## config.mk

```make
export PLATFORM = sky130hd
export DESIGN_NAME = sdram_arbiter
export DESIGN_NICKNAME = d
export VERILOG_FILES = /design/src/rtl/sdram_arb_pkg.sv /design/src/rtl/sdram_tag_fifo.sv /design/src/rtl/sdram_arbiter.sv
export SDC_FILE = /design/constraint.sdc
export NUM_CORES = 1
export LEC_CHECK = 0
export BUFFER_PORTS_ARGS = -buffer_cell sky130_fd_sc_hd__buf_4
export CAP_MARGIN = 20
export CORE_AREA = 10 10 91 101
export CTS_BUF_LIST = sky130_fd_sc_hd__clkbuf_8 sky130_fd_sc_hd__clkbuf_16
export CTS_CLUSTER_SIZE = 20
export DETAILED_ROUTE_END_ITERATION = 12
export DIE_AREA = 0 0 101 111
export PLACE_DENSITY_LB_ADDON = 0.1
export SYNTH_ARGS = -nofsm -noshare
export SYNTH_HDL_FRONTEND = slang
export SYNTH_SLANG_ARGS = --single-unit
```

## constraint.sdc

```tcl
create_clock -name clock -period 5.35 [get_ports clock]
set_clock_uncertainty 0.1 [all_clocks]
set_input_delay 1.07 -clock clock [delete_from_list [all_inputs] [get_ports clock]]
set_output_delay 1.07 -clock clock [all_outputs]
set_load 0.005 [all_outputs]
```

## src/rtl/sdram_arb_pkg.sv

```systemverilog
// Shared types and default sizes for the SDRAM arbiter slice.
package sdram_arb_pkg;

  localparam int ADDR_W_DEF          = 24;
  localparam int DATA_W_DEF          = 32;
  localparam int MAX_OUTSTANDING_DEF = 8;
  localparam int STARVE_LIMIT_DEF    = 16;

  typedef enum logic [1:0] {
    OWN_NONE = 2'd0,
    OWN_VGA  = 2'd1,
    OWN_SIM  = 2'd2
  } owner_t;

  typedef enum logic {
    TAG_VGA = 1'b0,
    TAG_SIM = 1'b1
  } tag_t;

endpackage

```

## src/rtl/sdram_tag_fifo.sv

```systemverilog
// In-order FIFO of requester tags for outstanding SDRAM reads.
module sdram_tag_fifo
  import sdram_arb_pkg::*;
#(
  parameter int DEPTH = MAX_OUTSTANDING_DEF
) (
  input  logic clock,
  input  logic reset,
  input  logic push,
  input  tag_t push_tag,
  input  logic pop,
  output logic full,
  output logic empty,
  output tag_t head
);

  localparam int PTR_W = $clog2(DEPTH);
  localparam logic [PTR_W:0] FULL_COUNT = (PTR_W + 1)'(DEPTH);

  logic [PTR_W-1:0] wr_ptr;
  logic [PTR_W-1:0] rd_ptr;
  logic [PTR_W:0]   count;
  tag_t             store [DEPTH];
  logic             do_push;
  logic             do_pop;

  // A pop frees the head slot in the same cycle, so a push is allowed when full if popping.
  always_comb begin
    full    = (count == FULL_COUNT);
    empty   = (count == '0);
    do_pop  = pop & ~empty;
    do_push = push & (~full | pop);
    head    = store[rd_ptr];
  end

  // Pointer and occupancy state, flushed by reset.
  always_ff @(posedge clock or posedge reset) begin
    if (reset) begin
      wr_ptr <= '0;
      rd_ptr <= '0;
      count  <= '0;
    end else begin
      if (do_push) wr_ptr <= wr_ptr + PTR_W'(1);
      if (do_pop)  rd_ptr <= rd_ptr + PTR_W'(1);
      case ({do_push, do_pop})
        2'b10:   count <= count + (PTR_W + 1)'(1);
        2'b01:   count <= count - (PTR_W + 1)'(1);
        default: count <= count;
      endcase
    end
  end

  // Tag storage; contents are only meaningful between the pointers.
  always_ff @(posedge clock) begin
    if (do_push) store[wr_ptr] <= push_tag;
  end

endmodule

```

## src/rtl/sdram_arbiter.sv

```systemverilog
// Two-requester arbiter (VGA scanout, sim engine) for one pipelined Avalon-MM SDRAM port.
module sdram_arbiter
  import sdram_arb_pkg::*;
#(
  parameter int ADDR_W          = ADDR_W_DEF,
  parameter int DATA_W          = DATA_W_DEF,
  parameter int MAX_OUTSTANDING = MAX_OUTSTANDING_DEF,
  parameter int STARVE_LIMIT    = STARVE_LIMIT_DEF
) (
  input  logic                clock,
  input  logic                reset,
  input  logic [ADDR_W-1:0]   vga_address,
  input  logic                vga_read,
  output logic                vga_waitrequest,
  output logic [DATA_W-1:0]   vga_readdata,
  output logic                vga_readdatavalid,
  input  logic [ADDR_W-1:0]   sim_address,
  input  logic                sim_read,
  input  logic                sim_write,
  input  logic [DATA_W-1:0]   sim_writedata,
  input  logic [DATA_W/8-1:0] sim_byteenable,
  output logic                sim_waitrequest,
  output logic [DATA_W-1:0]   sim_readdata,
  output logic                sim_readdatavalid,
  output logic [ADDR_W-1:0]   mem_address,
  output logic                mem_read,
  output logic                mem_write,
  output logic [DATA_W-1:0]   mem_writedata,
  output logic [DATA_W/8-1:0] mem_byteenable,
  input  logic                mem_waitrequest,
  input  logic [DATA_W-1:0]   mem_readdata,
  input  logic                mem_readdatavalid,
  output logic                resp_error
);

  localparam int CNT_W = $clog2(STARVE_LIMIT + 1);
  localparam logic [CNT_W-1:0] CNT_MAX = CNT_W'(STARVE_LIMIT);

  owner_t           lock;
  owner_t           lock_next;
  owner_t           winner;
  logic [CNT_W-1:0] starve_cnt;
  logic [CNT_W-1:0] starve_next;
  logic             sim_req;
  logic             vga_elig;
  logic             sim_elig;
  logic             starved;
  logic             accepted;
  logic             push_read;
  logic             resp_valid;
  logic             fifo_full;
  logic             fifo_empty;
  tag_t             fifo_head;
  tag_t             push_tag;

  // Winner selection and zero-latency command mux; a read is only eligible with a free tag slot.
  always_comb begin
    sim_req  = sim_read | sim_write;
    vga_elig = vga_read & ~fifo_full;
    sim_elig = sim_write | (sim_read & ~fifo_full);
    starved  = (starve_cnt == CNT_MAX);

    winner = OWN_NONE;
    if (reset) begin
      winner = OWN_NONE;
    end else if (lock == OWN_VGA) begin
      winner = vga_elig ? OWN_VGA : OWN_NONE;
    end else if (lock == OWN_SIM) begin
      winner = sim_elig ? OWN_SIM : OWN_NONE;
    end else if (vga_elig && !(starved && sim_elig)) begin
      winner = OWN_VGA;
    end else if (sim_elig) begin
      winner = OWN_SIM;
    end else begin
      winner = OWN_NONE;
    end

    mem_address     = '0;
    mem_read        = 1'b0;
    mem_write       = 1'b0;
    mem_writedata   = '0;
    mem_byteenable  = '0;
    vga_waitrequest = 1'b1;
    sim_waitrequest = 1'b1;
    case (winner)
      OWN_VGA: begin
        mem_address     = vga_address;
        mem_read        = 1'b1;
        mem_byteenable  = '1;
        vga_waitrequest = mem_waitrequest;
      end
      OWN_SIM: begin
        mem_address     = sim_address;
        mem_read        = sim_read;
        mem_write       = sim_write;
        mem_writedata   = sim_writedata;
        mem_byteenable  = sim_byteenable;
        sim_waitrequest = mem_waitrequest;
      end
      default: begin
        mem_read = 1'b0;
      end
    endcase

    accepted  = (mem_read | mem_write) & ~mem_waitrequest;
    push_read = mem_read & ~mem_waitrequest;
    push_tag  = (winner == OWN_VGA) ? TAG_VGA : TAG_SIM;
  end

  // Lock and starvation next-state.
  always_comb begin
    lock_next = OWN_NONE;
    if (winner != OWN_NONE && mem_waitrequest) begin
      lock_next = winner;
    end else begin
      lock_next = OWN_NONE;
    end

    starve_next = starve_cnt;
    if (!sim_req || (accepted && winner == OWN_SIM)) begin
      starve_next = '0;
    end else if (accepted && winner == OWN_VGA && starve_cnt != CNT_MAX) begin
      starve_next = starve_cnt + CNT_W'(1);
    end else begin
      starve_next = starve_cnt;
    end
  end

  // Lock, starvation counter and sticky error registers.
  always_ff @(posedge clock or posedge reset) begin
    if (reset) begin
      lock       <= OWN_NONE;
      starve_cnt <= '0;
      resp_error <= 1'b0;
    end else begin
      lock       <= lock_next;
      starve_cnt <= starve_next;
      if (mem_readdatavalid && fifo_empty) resp_error <= 1'b1;
    end
  end

  // Response steering by the head tag; beats with no outstanding read are dropped.
  always_comb begin
    resp_valid        = mem_readdatavalid & ~fifo_empty & ~reset;
    vga_readdatavalid = resp_valid & (fifo_head == TAG_VGA);
    sim_readdatavalid = resp_valid & (fifo_head == TAG_SIM);
    vga_readdata      = reset ? '0 : mem_readdata;
    sim_readdata      = reset ? '0 : mem_readdata;
  end

  sdram_tag_fifo #(
    .DEPTH (MAX_OUTSTANDING)
  ) u_tag_fifo (
    .clock    (clock),
    .reset    (reset),
    .push     (push_read),
    .push_tag (push_tag),
    .pop      (mem_readdatavalid),
    .full     (fifo_full),
    .empty    (fifo_empty),
    .head     (fifo_head)
  );

endmodule

```

* Word-level counts from Yosys, hierarchy flattened *
Memories as Yosys holds them, arrays and structs flattened.
Index checks and enable logic that the tools add are counted.

storage, ports and cells
  memories kept = 1
  memory bits (read-only) = 0
  input port bits = 123
  bits in writable memories = 8
  latch bits = 0
  word-level logic and storage cells = 74
  register bits after elaboration = 18

cells by class
  div/mod/pow operators = 0
  equal/unequal tests = 9
  $add $sub $neg = 5
  reductions and logical operators = 14
  shift operators = 0
  mux-type cells = 21
  multiply operators = 0
  magnitude comparators = 0
  bitwise operators = 18

memories
  name              depth  bits a word  rd ports  clocked after Yosys merged registers in  write ports  line                  source
  u_tag_fifo.store  8      1            1         0                                        1            sdram_tag_fifo.sv:23  tag_t store [DEPTH];

operators by type and width
  operator                                              count
  2-to-1 mux 32 bit                                     2
  one-hot mux 24 bit (2 select lines)                   1
  one-hot mux 4 bit (2 select lines)                    2
  2-to-1 mux 2 bit                                      6
  2-to-1 mux 5 bit                                      2
  AND 1 bit                                             9
  logical AND 1 bit                                     7
  2-to-1 mux 1 bit                                      7
  adder 3 x 1 -> 3 bit (second input constant)          2
  equality test 2 x 1 -> 1 bit (second input constant)  3
  equality test 2 bit (second input constant)           3
  nonzero test 2 bit                                    3
  adder 5 x 1 -> 5 bit (second input constant)          1
  equality test 5 bit (second input constant)           1
  inequality test 5 bit (second input constant)         1
  inverter 1 bit                                        5
  adder 4 x 1 -> 4 bit (second input constant)          1
  equality test 4 bit (second input constant)           1
  zero test 4 bit                                       1
  bitwise OR 1 bit                                      4
  subtractor 4 x 1 -> 4 bit (second input constant)     1
  zero test 1 bit                                       2
  one-hot mux 1 bit (2 select lines)                    1
  logical OR 1 bit                                      1

* Logic depth before layout (Yosys ltp) *
  word-level depth = 19
  mapped depth = 18
  gate-level depth less buffers = 17

* Modules after synthesis *
From an unflattened synthesis, not the netlist that was laid out.

unflattened totals
  cells, all modules = 317
  area total of the unflattened synthesis = 2611.3 um^2

modules (own cells, without submodules)
  module          cells each  instances  area an instance (um^2)
  sdram_arbiter   239         1          1644.1
  sdram_tag_fifo  78          1          967.2

* Least setup slack after synthesis *
OpenSTA, ideal clock, no wires.

  path type = in2reg
  start point = input port vga_read
  end point = register u_tag_fifo.count[2]
  setup slack = 1243 ps
  buffers on the path = 0
  library setup time = 127 ps
  stages = 13
  arrival = 3880 ps
  required time = 5123 ps
  cells stage by stage = and3b_1 > maj3_2 > or3_1 > ha_1 > a2111oi_2 > inv_1 > ha_1 > xor2_1 > ha_1 > a21oi_1 > xor2_1 > nor2_1 > xor2_1

between the ends
  cells in the longest elaborated chain, start to end = 12

ends and longest elaborated chain
  what                                                                             line                  source
  start, declared                                                                  sdram_arbiter.sv:13   input logic vga_read,
  AND 1 bit *                                                                      sdram_arbiter.sv:59   vga_elig = vga_read & ~fifo_full;
  logical AND 1 bit                                                                sdram_arbiter.sv:70   end else if (vga_elig && !(starved && sim_elig)) begin
  2-to-1 mux 2 bit                                                                 sdram_arbiter.sv:70
  2-to-1 mux 2 bit                                                                 sdram_arbiter.sv:68   end else if (lock == OWN_SIM) begin
  2-to-1 mux 2 bit *                                                               sdram_arbiter.sv:66   end else if (lock == OWN_VGA) begin
  2-to-1 mux 2 bit *                                                               sdram_arbiter.sv:64   if (reset) begin
  equality test 2 bit / equality test 2 x 1 -> 1 bit (equally long branches)       sdram_arbiter.sv:85   case (winner)
  one-hot mux 1 bit (2 select lines) *                                             sdram_arbiter.sv:85
  AND 1 bit *                                                                      sdram_arbiter.sv:106  push_read = mem_read & ~mem_waitrequest;
  AND 1 bit *                                                                      sdram_tag_fifo.sv:32  do_push = push & (~full | pop);
  equality test 2 x 1 -> 1 bit / equality test 2 bit (equally long branches)       sdram_tag_fifo.sv:45  case ({do_push, do_pop})
  one-hot mux 4 bit (2 select lines) / nonzero test 2 bit (equally long branches)  -
  end signal, assigned                                                             sdram_tag_fifo.sv:46  2'b10: count <= count + (PTR_W + 1)'(1);
  end signal, assigned                                                             sdram_tag_fifo.sv:47  2'b01: count <= count - (PTR_W + 1)'(1);
  end signal, assigned                                                             sdram_tag_fifo.sv:48  default: count <= count;
  end, declared                                                                    sdram_tag_fifo.sv:22  logic [PTR_W:0] count;

Every way passes the cells marked *; elsewhere a longest branch is shown, timed or not.
A chain may end at the register's enable or synchronous reset.

* Final worst setup path *
  start point = register u_tag_fifo.count[1]
  end point = output port mem_address[4]

between the ends
  cells in the longest elaborated chain, start to end = 13

ends and longest elaborated chain
  what                                                                        line                                      source
  equality test 4 bit *                                                       sdram_tag_fifo.sv:29                      full = (count == FULL_COUNT);
  inverter 1 bit *                                                            sdram_arbiter.sv:59, sdram_arbiter.sv:60
  AND 1 bit                                                                   sdram_arbiter.sv:60                       sim_elig = sim_write | (sim_read & ~fifo_full);
  bitwise OR 1 bit                                                            sdram_arbiter.sv:60
  logical AND 1 bit                                                           sdram_arbiter.sv:70
  zero test 1 bit                                                             sdram_arbiter.sv:70
  logical AND 1 bit                                                           sdram_arbiter.sv:70
  2-to-1 mux 2 bit                                                            sdram_arbiter.sv:70
  2-to-1 mux 2 bit                                                            sdram_arbiter.sv:68
  2-to-1 mux 2 bit *                                                          sdram_arbiter.sv:66
  2-to-1 mux 2 bit *                                                          sdram_arbiter.sv:64
  equality test 2 bit / equality test 2 x 1 -> 1 bit (equally long branches)  sdram_arbiter.sv:85
  one-hot mux 24 bit (2 select lines) *                                       sdram_arbiter.sv:85
  end, declared                                                               sdram_arbiter.sv:25                       output logic [ADDR_W-1:0] mem_address,

Marks and branches as above.

==> impl_results.rst <==
.. list-table::
   :header-rows: 1

   * - Metric
     - Value
   * - Yosys Warn Count
     - 0
   * - Filler cell count in the final layout
     - ~660
   * - Layout net count
     - 649
   * - Initial antenna violation count
     - 0
   * - Max-cap violation count
     - 0
   * - Worst min-delay path class
     - reg -> reg
   * - Final critical-path share of the clock period
     - 83.7%
   * - Number of design-rule violations left by the first detailed-router iteration
     - around 130
   * - Residual DRC
     - 0
   * - Cell area after layout
     - 4290 um^2
   * - Number of gates resized after CTS
     - 0
   * - Core outline area
     - 7230 um^2
   * - Total area of multi-input combinational cells
     - 1450 um^2
   * - GR Util All Layers
     - around 18%
   * - Clock network latency to the later pin of the worst-skew pair
     - 0.27 ns
   * - Post-placement cell area
     - 4220 um^2
   * - Half-perimeter wire length of the detailed placement result
     - around 9.5 mm
   * - Most instantiated flip-flop cell in the synthesis netlist
     - dfrtp_1
   * - Number of rows in the core area
     - 33
   * - Maximum number of pins on one net before global-route repair
     - 39
   * - DRT Pass-1 Iters
     - 4
   * - Vias per std cell
     - 4.86
   * - Share of the synthesized area in the top cell type
     - approximately 18%
   * - Sort of element at the start of the critical path
     - register
   * - Gate count after technology mapping
     - 305
   * - Static power due to leakage
     - between 2 and 2.5 nW
   * - Max Fclk
     - 0.223 GHz
   * - Wire length reported by the detailed router
     - 11.1 mm
   * - Root buffer cell
     - clkbuf_8
   * - Clock transition at the registers of the reported paths
     - 0.09 ns
   * - Most numerous cell in the Yosys netlist
     - nor2_1
   * - Most frequent cells after synthesis
     - nor2_1 (40), nor2b_1 (34), and2_1 (33)
   * - Critical setup path kind
     - reg -> out
   * - Antenna diodes
     - 0
   * - Syn Std Cell Area
     - 2500 um^2
   * - Global-route wire length before repair
     - 16.5 mm
   * - Die outline height
     - 111 um
   * - Setup TNS Final
     - 0 ns
   * - Distinct cell type count after synthesis
     - 42
   * - Largest buffer count on any clock path
     - 2
   * - Pins Over Slew Limit
     - 0
   * - Endpoint type of the worst setup path
     - primary output
   * - Count of flip-flops with a built-in enable after synthesis
     - 8
   * - Slew of the pin with the lowest slew margin
     - 0.538 ns
   * - Fraction of layout instances using a drive strength above 1
     - 52.6%
   * - Number of buffers inserted during clock tree synthesis
     - 3
   * - GPL Wtd Cong
     - 0.844
   * - Unrepaired setup endpoints after global routing
     - no
   * - Layout Area Growth over Synthesis
     - 71.8%
   * - Share of synthesized registers carrying an async set or reset
     - 69.2%
   * - Setup-violating endpoint count in the final report
     - 0
   * - Min Clock Period, post-route
     - 4.48 ns
   * - Die span in x
     - 101 um
   * - Vias post-DR
     - 2924
   * - Critical path arrival
     - 3.31 ns
   * - Vias in the first global route
     - 3038
   * - Average size of a mapped cell
     - 8.20 um^2
   * - Synthesized netlist net count
     - 438
   * - Top cells by area, synth
     - dfrtp_1 (18%), buf_4 (9.6%), edfxtp_1 (9.6%)
   * - Register cell area after layout
     - 691 um^2
   * - Total I/O pin count
     - 254
   * - Seq/Total Area, Yosys
     - about 28%
   * - Cell type with the largest total area after synthesis
     - dfrtp_1
   * - Global route total overflow
     - 0
   * - Antenna Nets Post-Route
     - 0
   * - Number of buffers inserted to repair setup after CTS
     - 0
   * - Outcome
     - complete, no violations
   * - Area of the die
     - 11200 um^2
   * - Maximum fanout count along the critical path
     - 37
   * - Detail-routed net length per standard cell
     - 18.4 um
   * - VDD IR-drop max
     - 0.000141 V
   * - # hold bufs at CTS
     - 0
   * - Worst path required time
     - 4.18 ns
   * - Worst slew margin relative to its limit
     - 64.2%
   * - Flop and latch count out of synthesis
     - 26
   * - Pwr per Cell Area
     - 222 nW/um^2
   * - Depth of the CTS H-tree
     - 1
   * - Initial core utilization
     - 34.6%
   * - Number of clock sinks
     - 26
   * - PortBufs
     - 253
   * - CTS tree
     - yes
   * - Count of endpoints failing hold in the final timing report
     - 0
area by class of cell:
type                            instances  area share, %
Timing Repair Buffer                  258           45.1
Multi-Input combinational cell        218           33.8
Sequential cell                        26           16.1
Tap cell                               87           2.53
Clock buffer                            3          0.962
Inverter                                9          0.787
Clock inverter                          1          0.699
stage by stage:
stage / utilization, % / hold WS [ns] / cells / setup WS (ns) / total power, mW
floorplan: - / 0.351 / 305 / 1.24 / 0.588
global placement: 58.4 / 0.338 / 598 / 1.03 / 0.788
detailed placement: 58.4 / 0.370 / 598 / 0.993 / 0.798
CTS: 59.4 / 0.392 / 602 / 0.889 / 0.962
global route: 59.4 / 0.403 / 602 / 0.686 / 1.03
finish: 59.4 / 0.383 / 602 / 0.874 / 0.952
sequential cells by signal (all words and copies together) (netlist names):
register / count
resp_error: 1
lock: 2
starve_cnt: 5
u_tag_fifo.count: 4
u_tag_fifo.store: 8
u_tag_fifo.wr_ptr: 3
u_tag_fifo.rd_ptr: 3
cells by family after synthesis:
group           synth area share, %
compound gates                 11.6
xor+xnor                       4.20
simple gates                   33.0
fa+ha+maj                      5.46
mux                            3.90
buf+inv                        14.3
flops                          27.6
layout by cell type, fill, tap and decap left out, types with 7 or more instances in the layout:
master and count:
edfxtp_1 8, and2_1 33, xnor2_1 8, inv_1 9, dfrtp_1 18, nand2_1 10, nor4_1 7, ha_1 10
buf_4 258, nor2_1 40, nor2b_1 34, a22oi_1 24
critical path: stages (launching register included):
cell	delay (ns)
dfrtp_1	0.48
or4b_4	0.58
a21oi_2	0.22
a211oi_1	0.10
or4_1	0.53
ha_1	0.22
buf_4	0.22
buf_4	0.26
a22oi_1	0.20
nor2_1	0.07
buf_4	0.15
layer usage:
metal  track usage (%)  vias to the layer above  wire length (um)
met1              18.1                     1307              3950
met2              31.8                      186              5500
met5                 0                        -                 0
met4              3.91                        0               117
met3              8.85                        8              1500
li1                  -                     1423                 -
report_power, final:
group / leakage, nW / internal, mW / switching (mW)
combinational: 1.81 / 0.269 / 0.200
clock: 0.0357 / 0.100 / 0.0641
sequential: 0.297 / 0.251 / 0.0691
worst paths after layout:
check / to / slack, ns / start / cells after the start
min in group asynchronous: u_tag_fifo.rd_ptr[0] / 0.91 / reset / 3
max in group asynchronous: u_tag_fifo.wr_ptr[1] / 4.03 / reset / 3
min reg2reg: resp_error / 0.38 / resp_error / 1
min: resp_error / 0.38 / resp_error / 1
max reg2reg: u_tag_fifo.count[2] / 1.10 / u_tag_fifo.count[1] / 16
max: mem_address[4] / 0.87 / u_tag_fifo.count[1] / 10
Note: power is estimated with default switching activity, not from simulation.
